**config.mk**
```make
export PLATFORM = sky130hd
export DESIGN_NAME = sync_fifo_flagged
export DESIGN_NICKNAME = d
export VERILOG_FILES = /design/src/rtl/sync_fifo_flagged.sv
export SDC_FILE = /design/constraint.sdc
export NUM_CORES = 1
export LEC_CHECK = 0
export ABC_CLOCK_PERIOD_IN_PS = 4850
export CAP_MARGIN = 20
export CORE_ASPECT_RATIO = 0.9
export CORE_UTILIZATION = 50
export CTS_CLUSTER_DIAMETER = 30
export DETAILED_ROUTE_END_ITERATION = 10
export GPL_TIMING_DRIVEN = 0
export PLACE_DENSITY = 0.73
export RECOVER_POWER = 50
export SYNTH_ARGS = -nofsm -noshare
export SYNTH_HDL_FRONTEND = slang
export SYNTH_SLANG_ARGS = --single-unit
```
**constraint.sdc**
```tcl
create_clock -name clk -period 4.85 [get_ports clk]
set_input_delay 0.97 -clock clk [delete_from_list [all_inputs] [get_ports clk]]
set_output_delay 0.97 -clock clk [all_outputs]
set_load 0.1 [all_outputs]
```
**src/rtl/sync_fifo_flagged.sv**
```systemverilog
// Single-clock FIFO with a selectable registered or first-word-fall-through read path,
// occupancy count, almost-full/almost-empty thresholds and sticky overflow/underflow flags.
module sync_fifo_flagged #(
    parameter int DATA_WIDTH = 8,
    parameter int DEPTH      = 8,
    parameter int FWFT       = 0,
    parameter int AF_LEVEL   = 6,
    parameter int AE_LEVEL   = 1
) (
    input  logic                     clk,
    input  logic                     rst,
    input  logic                     wr_en,
    input  logic [DATA_WIDTH-1:0]    wr_data,
    input  logic                     rd_en,
    output logic [DATA_WIDTH-1:0]    rd_data,
    output logic                     rd_valid,
    output logic                     full,
    output logic                     empty,
    output logic                     almost_full,
    output logic                     almost_empty,
    output logic [$clog2(DEPTH):0]   count,
    output logic                     overflow,
    output logic                     underflow,
    input  logic                     err_clr
);

    localparam int AW = $clog2(DEPTH);
    localparam int PW = AW + 1;
    localparam logic [PW-1:0] PTR_ONE  = PW'(1);
    localparam logic [PW-1:0] AF_THR   = PW'(AF_LEVEL);
    localparam logic [PW-1:0] AE_THR   = PW'(AE_LEVEL);

    if ((DEPTH < 2) || ((DEPTH & (DEPTH - 1)) != 0)) begin : g_bad_depth
        $error("sync_fifo_flagged: DEPTH must be a power of 2 and at least 2");
    end
    if ((AF_LEVEL < 1) || (AF_LEVEL > DEPTH)) begin : g_bad_af
        $error("sync_fifo_flagged: AF_LEVEL must lie in 1..DEPTH");
    end
    if ((AE_LEVEL < 0) || (AE_LEVEL > DEPTH - 1)) begin : g_bad_ae
        $error("sync_fifo_flagged: AE_LEVEL must lie in 0..DEPTH-1");
    end
    if ((FWFT != 0) && (FWFT != 1)) begin : g_bad_fwft
        $error("sync_fifo_flagged: FWFT must be 0 or 1");
    end

    logic [DATA_WIDTH-1:0] mem_r [DEPTH];
    logic [PW-1:0]         wptr_r;
    logic [PW-1:0]         rptr_r;
    logic [PW-1:0]         count_r;
    logic                  full_r;
    logic                  empty_r;
    logic                  almost_full_r;
    logic                  almost_empty_r;
    logic                  overflow_r;
    logic                  underflow_r;

    logic                  wr_acc_s;
    logic                  rd_acc_s;
    logic [PW-1:0]         wptr_nxt_s;
    logic [PW-1:0]         rptr_nxt_s;
    logic [PW-1:0]         count_nxt_s;
    logic                  full_nxt_s;
    logic                  empty_nxt_s;

    // Accept decisions use only registered flags, so a same-cycle read never frees room for a write.
    always_comb begin
        wr_acc_s = wr_en && !full_r;
        rd_acc_s = rd_en && !empty_r;
        if (wr_acc_s) begin
            wptr_nxt_s = wptr_r + PTR_ONE;
        end else begin
            wptr_nxt_s = wptr_r;
        end
        if (rd_acc_s) begin
            rptr_nxt_s = rptr_r + PTR_ONE;
        end else begin
            rptr_nxt_s = rptr_r;
        end
        count_nxt_s = wptr_nxt_s - rptr_nxt_s;
        full_nxt_s  = (wptr_nxt_s[PW-1] != rptr_nxt_s[PW-1]) &&
                      (wptr_nxt_s[PW-2:0] == rptr_nxt_s[PW-2:0]);
        empty_nxt_s = (wptr_nxt_s == rptr_nxt_s);
    end

    // Pointer and status registers; flags are computed from next-state pointers so they move on the same edge.
    always_ff @(posedge clk or posedge rst) begin
        if (rst) begin
            wptr_r         <= {PW{1'b0}};
            rptr_r         <= {PW{1'b0}};
            count_r        <= {PW{1'b0}};
            full_r         <= 1'b0;
            empty_r        <= 1'b1;
            almost_full_r  <= 1'b0;
            almost_empty_r <= 1'b1;
        end else begin
            wptr_r         <= wptr_nxt_s;
            rptr_r         <= rptr_nxt_s;
            count_r        <= count_nxt_s;
            full_r         <= full_nxt_s;
            empty_r        <= empty_nxt_s;
            almost_full_r  <= (count_nxt_s >= AF_THR);
            almost_empty_r <= (count_nxt_s <= AE_THR);
        end
    end

    // Sticky error flags: a new violation wins over a clear in the same cycle.
    always_ff @(posedge clk or posedge rst) begin
        if (rst) begin
            overflow_r  <= 1'b0;
            underflow_r <= 1'b0;
        end else begin
            if (wr_en && full_r) begin
                overflow_r <= 1'b1;
            end else if (err_clr) begin
                overflow_r <= 1'b0;
            end else begin
                overflow_r <= overflow_r;
            end
            if (rd_en && empty_r) begin
                underflow_r <= 1'b1;
            end else if (err_clr) begin
                underflow_r <= 1'b0;
            end else begin
                underflow_r <= underflow_r;
            end
        end
    end

    // Storage array; intentionally not reset, stale contents are unreachable after pointers clear.
    always_ff @(posedge clk) begin
        if (wr_acc_s) begin
            mem_r[wptr_r[AW-1:0]] <= wr_data;
        end
    end

    if (FWFT == 0) begin : g_reg_read
        logic [DATA_WIDTH-1:0] rd_data_r;
        logic                  rd_valid_r;

        // Registered read: head word captured on the accepting edge, valid for one cycle.
        always_ff @(posedge clk or posedge rst) begin
            if (rst) begin
                rd_data_r  <= {DATA_WIDTH{1'b0}};
                rd_valid_r <= 1'b0;
            end else if (rd_acc_s) begin
                rd_data_r  <= mem_r[rptr_r[AW-1:0]];
                rd_valid_r <= 1'b1;
            end else begin
                rd_data_r  <= rd_data_r;
                rd_valid_r <= 1'b0;
            end
        end

        assign rd_data  = rd_data_r;
        assign rd_valid = rd_valid_r;
    end else begin : g_fwft_read
        logic [DATA_WIDTH-1:0] rd_data_s;

        // Head of queue is presented directly; zero while empty so reset shows a clean bus at once.
        always_comb begin
            if (!empty_r) begin
                rd_data_s = mem_r[rptr_r[AW-1:0]];
            end else begin
                rd_data_s = {DATA_WIDTH{1'b0}};
            end
        end

        assign rd_data  = rd_data_s;
        assign rd_valid = !empty_r;
    end

    assign full         = full_r;
    assign empty        = empty_r;
    assign almost_full  = almost_full_r;
    assign almost_empty = almost_empty_r;
    assign count        = count_r;
    assign overflow     = overflow_r;
    assign underflow    = underflow_r;

endmodule

```
Yosys cells after proc, flatten, opt, wreduce, memory -nomap -nowiden:

Memories as Yosys holds them, arrays and structs flattened. A register that Yosys moved wholly into a read port is not among the register bits.
Index checks and enable logic that the tools add are counted.

* register bits after elaboration: 19
* bits in writable memories: 64
* input bits: 13
* logic and storage cells: 36
* memories: 1

Memories
* mem_r: words 8, bits a word 8, rd ports 1, clocked after memory_dff 1, write ports 1, RTL line 46 `logic [DATA_WIDTH-1:0] mem_r [DEPTH];`

* $add $sub $neg: 3
* $lt $le $gt $ge: 2
* eq/ne operators: 3
* muxes and demuxes: 8
* reduce and logical (&&, ||, !) cells: 9

Operator list (number)
* adder 4 x 1 -> 4 bit (second input constant): 2
* 2-to-1 mux 4 bit: 2
* 2-to-1 mux 1 bit: 6
* logical AND 1 bit: 5
* == test 4 bit: 1
* greater-or-equal comparator 4 x 3 -> 1 bit (second input constant): 1
* less-or-equal comparator 4 x 1 -> 1 bit (second input constant): 1
* nonzero test 2 bit: 2
* subtractor 4 bit: 1
* == test 3 bit: 1
* logical NOT 1 bit: 2
* != test 1 bit: 1

Longest topological paths before layout:

* word-level depth: 5
* gate-level depth with buffers: 10

Worst setup path before layout:

No wires, ideal clock.

* kind: input to register
* from: in rd_en
* to: reg almost_full_r (netlist: almost_full)
* library setup time: 0.118 ns
* arrival: 2.473 ns
* data required time: 4.732 ns
* setup slack: 2.259 ns
* stages on the path: 9
* cells stage by stage: nand2b_1 buf_6 buf_1 xnor2_1 ha_1 maj3_2 a21oi_2 xor2_2 a21o_1

* cells in the longest elaborated chain, start to end: 4

Ends and longest elaborated chain
* start: declaration: RTL line 14 `input logic rd_en,`
* logical AND 1 bit: RTL line 68 `rd_acc_s = rd_en && !empty_r;`
* 2-to-1 mux 4 bit: RTL line 74 `if (rd_acc_s) begin`
* named net rptr_nxt_s[0]: RTL line 60 `logic [PW-1:0] rptr_nxt_s;`
* subtractor 4 bit: RTL line 79 `count_nxt_s = wptr_nxt_s - rptr_nxt_s;`
* named net count_nxt_s[3]: RTL line 61 `logic [PW-1:0] count_nxt_s;`
* greater-or-equal comparator 4 x 3 -> 1 bit: RTL line 101 `almost_full_r <= (count_nxt_s >= AF_THR);`
* end signal: assignment: RTL line 101
* end: declaration: RTL line 52 `logic almost_full_r;`

The timed path passes the listed nets, and every way through them passes these cells.
A chain may end at the register's enable or synchronous reset.

Worst setup path in the final report:

* from: in rd_en
* to: reg almost_empty_r (netlist: almost_empty)

* cells in the longest elaborated chain, start to end: 4

Ends and longest elaborated chain
* logical AND 1 bit: RTL line 68
* 2-to-1 mux 4 bit: RTL line 74
* named net rptr_nxt_s[0]: RTL line 60
* subtractor 4 bit: RTL line 79
* named net count_nxt_s[3]: RTL line 61
* less-or-equal comparator 4 x 1 -> 1 bit: RTL line 102 `almost_empty_r <= (count_nxt_s <= AE_THR);`
* end signal: assignment: RTL line 102
* end: declaration: RTL line 53 `logic almost_empty_r;`

The timed path passes the listed nets, and every way through them passes these cells.

==> impl_metrics.ini <==
[layout]
area_growth_syn_to_layout_pct = 17.4
nNetsFinal = 260
final_design_area_no_fill_um2 = 4170
post_route_cells_drive_above_1_share_pct = 16.9
layout.filler_cells = 507
antennaDiodeCount = 0

[drt]
drt_drc_violations_left = 0
drt_wl_total_um = 6070
wl_per_cell_um = 18.0
via_per_inst = 5.21
detailedRoute.firstIterationViolations = 91
dr_vias = 1761
dr.pass1.iters = 4
antenna_left = 0

[synth]
yosys_reg_bits = 91
synth.avg_cell_area_um2 = 17.7
post_synth_num_cell_types = 28
share_of_async_settable_or_async_resettable_flops_after_synthesis_pct = 29.7
post_synth_main_area_contributors = sky130_fd_sc_hd__edfxtp_1 (54%), sky130_fd_sc_hd__dfrtp_1 (18%), sky130_fd_sc_hd__mux4_2 (10%)
yosys_most_used_dff = sky130_fd_sc_hd__edfxtp_1
synth_enable_flop_cells = 64
synth_top_area_cell = sky130_fd_sc_hd__edfxtp_1
yosys-top-cells-count = sky130_fd_sc_hd__edfxtp_1 (64), sky130_fd_sc_hd__dfrtp_1 (25), sky130_fd_sc_hd__mux4_2 (16)
yosys.area.top_type_share_pct = 54.2
postSynthNetCount = 217
yosysWarningCount = 0
postSynthCellCount = 200
post_synthesis_sequential_area_ratio_pct = 73.3
syn_std_cell_area_um2 = 3550
post-synth-top-count-cell = sky130_fd_sc_hd__edfxtp_1

[clocking]
post_cts.repair.setup_buffers = 0
cts.clk_slew.worst_paths_ns = 0.08
tritoncts.num_buffers = 9
holdBufCountCts = 0
htree_levels = 3
clock-sinks = 91
post_cts.resized_instances = 0
cts_buffer_depth = 2
tritoncts = built
root_buffer = sky130_fd_sc_hd__clkbuf_8
clk_latency_ns = 0.35

[setup_path]
worst_setup_path_end_kind = flip-flop
critical_path_peak_fanout = 10
cp_data_arrival_time_ns = 3.68
critPathLaunchType = input pin
timing.critical_path.required_ns = 5.12
worst_setup_path_type = in -> reg

[sta]
rsz0062_at_grt = false
timing_max_transition_violations_final = 0
worst-slew-pin-transition_ns = 1.19
setup_viol = 0
report.final.hold_viol_count = 0
tns_ns = 0
min_period_over_period_pct = 70.4
final_worst_setup_slack_ns = 1.44
worst_slew_margin_rel_pct = 20.5
finClkSkew_ns = 0.00716
timing.final.crit_period_ns = 3.41
whs_ns = 0.479
clock.fmax_ghz = 0.293

[floorplan]
placement_rows = 28
floorplan.core_area_um2 = 6730
dieHeight_um = 81.9
design.die.area_um2 = 7440
initial_core_util_pct = 52.8
chipWidth_um = 90.8
io-pin-count = 32

[grt]
globalRouteTotalUtil_pct = 18.3
grt_pass1_wl_um = 9400
grt-ovfl-total = 0
grt_max_degree = 28
first_global_vias = 1696
antenna_found_initial = 0

[place]
dp_hpwl_um = 3970
post-place-ws_ns = 1.31
routabilityCongestion = 0.722
io_buffer_count = 31
dpl_cell_area_um2 = 3980

[worst_hold_path]
hold_path_class = reg -> reg

[status]
run_status = finished, final reports clean

[job]
timing.max_cap.violations = 0
==> routing by layer <==
metal	up-vias	wire [µm]	track usage, %	share of wire, %
li1	827	-	-	-
met3	4	298	6.39	4.9
met2	55	2940	28.3	48
met4	0	39	6.35	0.64
met5	-	0	0	0
met1	875	2790	24.6	46
==> critical path: stages <==
cell	delay [ns]
sky130_fd_sc_hd__dlygate4sd3_1	0.58
sky130_fd_sc_hd__nand2b_1	0.08
sky130_fd_sc_hd__clkbuf_1	0.40
sky130_fd_sc_hd__clkbuf_1	0.46
sky130_fd_sc_hd__xnor2_1	0.16
sky130_fd_sc_hd__ha_1	0.22
sky130_fd_sc_hd__maj3_2	0.31
sky130_fd_sc_hd__a21oi_2	0.18
sky130_fd_sc_hd__xor2_2	0.11
sky130_fd_sc_hd__nor3_1	0.20
==> cell usage in the layout (no fill, tap or decap), drive strengths merged, types with 9 or more instances in the layout <==
cell type | netlist | final
edfxtp | 64 | 64
dfrtp | 25 | 25
clkdlybuf4s50 | 0 | 20
mux4 | 16 | 16
clkbuf | 2 | 14
nand2 | 12 | 12
inv | 12 | 11
nor2 | 11 | 11
dlygate4sd3 | 0 | 11
o21ai | 10 | 10
mux2i | 9 | 9
==> stage by stage <==
stage                     instances  util [%]
after floorplan                 200         -
after global placement          321      59.0
after detailed placement        321      59.2
after CTS                       337      62.1
after global routing            338      61.9
final                           338      61.9
==> flip-flops by register name, summed over array words and instances, names as in the netlist <==
register and flops:
wptr_r 4, almost_full 1, underflow 1, empty 1
almost_empty 1, rd_data 8, count 4, mem_r 64
overflow 1, full 1, rptr_r 4, rd_valid 1
==> final timing paths <==
kind / start / end / slack (ns) / depth (start not counted)
max in group asynchronous: rst / count[1]$_DFF_PP0_ / 2.54 / 3
worst max register to register: empty$_DFF_PP1_ / almost_empty$_DFF_PP1_ / 2.07 / 9
worst min register to register: rd_data[5]$_DFFE_PP0N_ / rd_data[5]$_DFFE_PP0N_ / 0.48 / 2
worst max-delay path: rd_en / almost_empty$_DFF_PP1_ / 1.44 / 10
min in group asynchronous: rst / rd_data[0]$_DFFE_PP0N_ / 0.96 / 2
worst min-delay path: rd_data[5]$_DFFE_PP0N_ / rd_data[5]$_DFFE_PP0N_ / 0.48 / 2
==> cell type report <==
cell class / count / area (µm²) / share of cell area, %
Timing Repair Buffer: 32 / 314 / 7.54
Sequential cell: 91 / 2600 / 62.4
Tap cell: 90 / 113 / 2.70
Buffer: 7 / 30.0 / 0.721
Multi-Input combinational cell: 90 / 870 / 20.9
Clock buffer: 9 / 124 / 2.97
Clock inverter: 7 / 68.8 / 1.65
Inverter: 12 / 46.3 / 1.11
==> logic make-up (layout without fill, tap and decap cells) <==
group | Yosys count | after routing | share of synthesized area [%]
simple gates | 36 | 36 | 4.69
xor+xnor | 11 | 11 | 2.93
mux | 26 | 26 | 13.1
buf+inv | 19 | 67 | 2.40
flops | 91 | 91 | 73.3
compound gates | 12 | 12 | 1.87
fa+ha+maj | 5 | 5 | 1.73
Power is left out: the tool's default activity adds up to more than one toggle a clock period on the data nets, which glitch-free logic cannot reach.
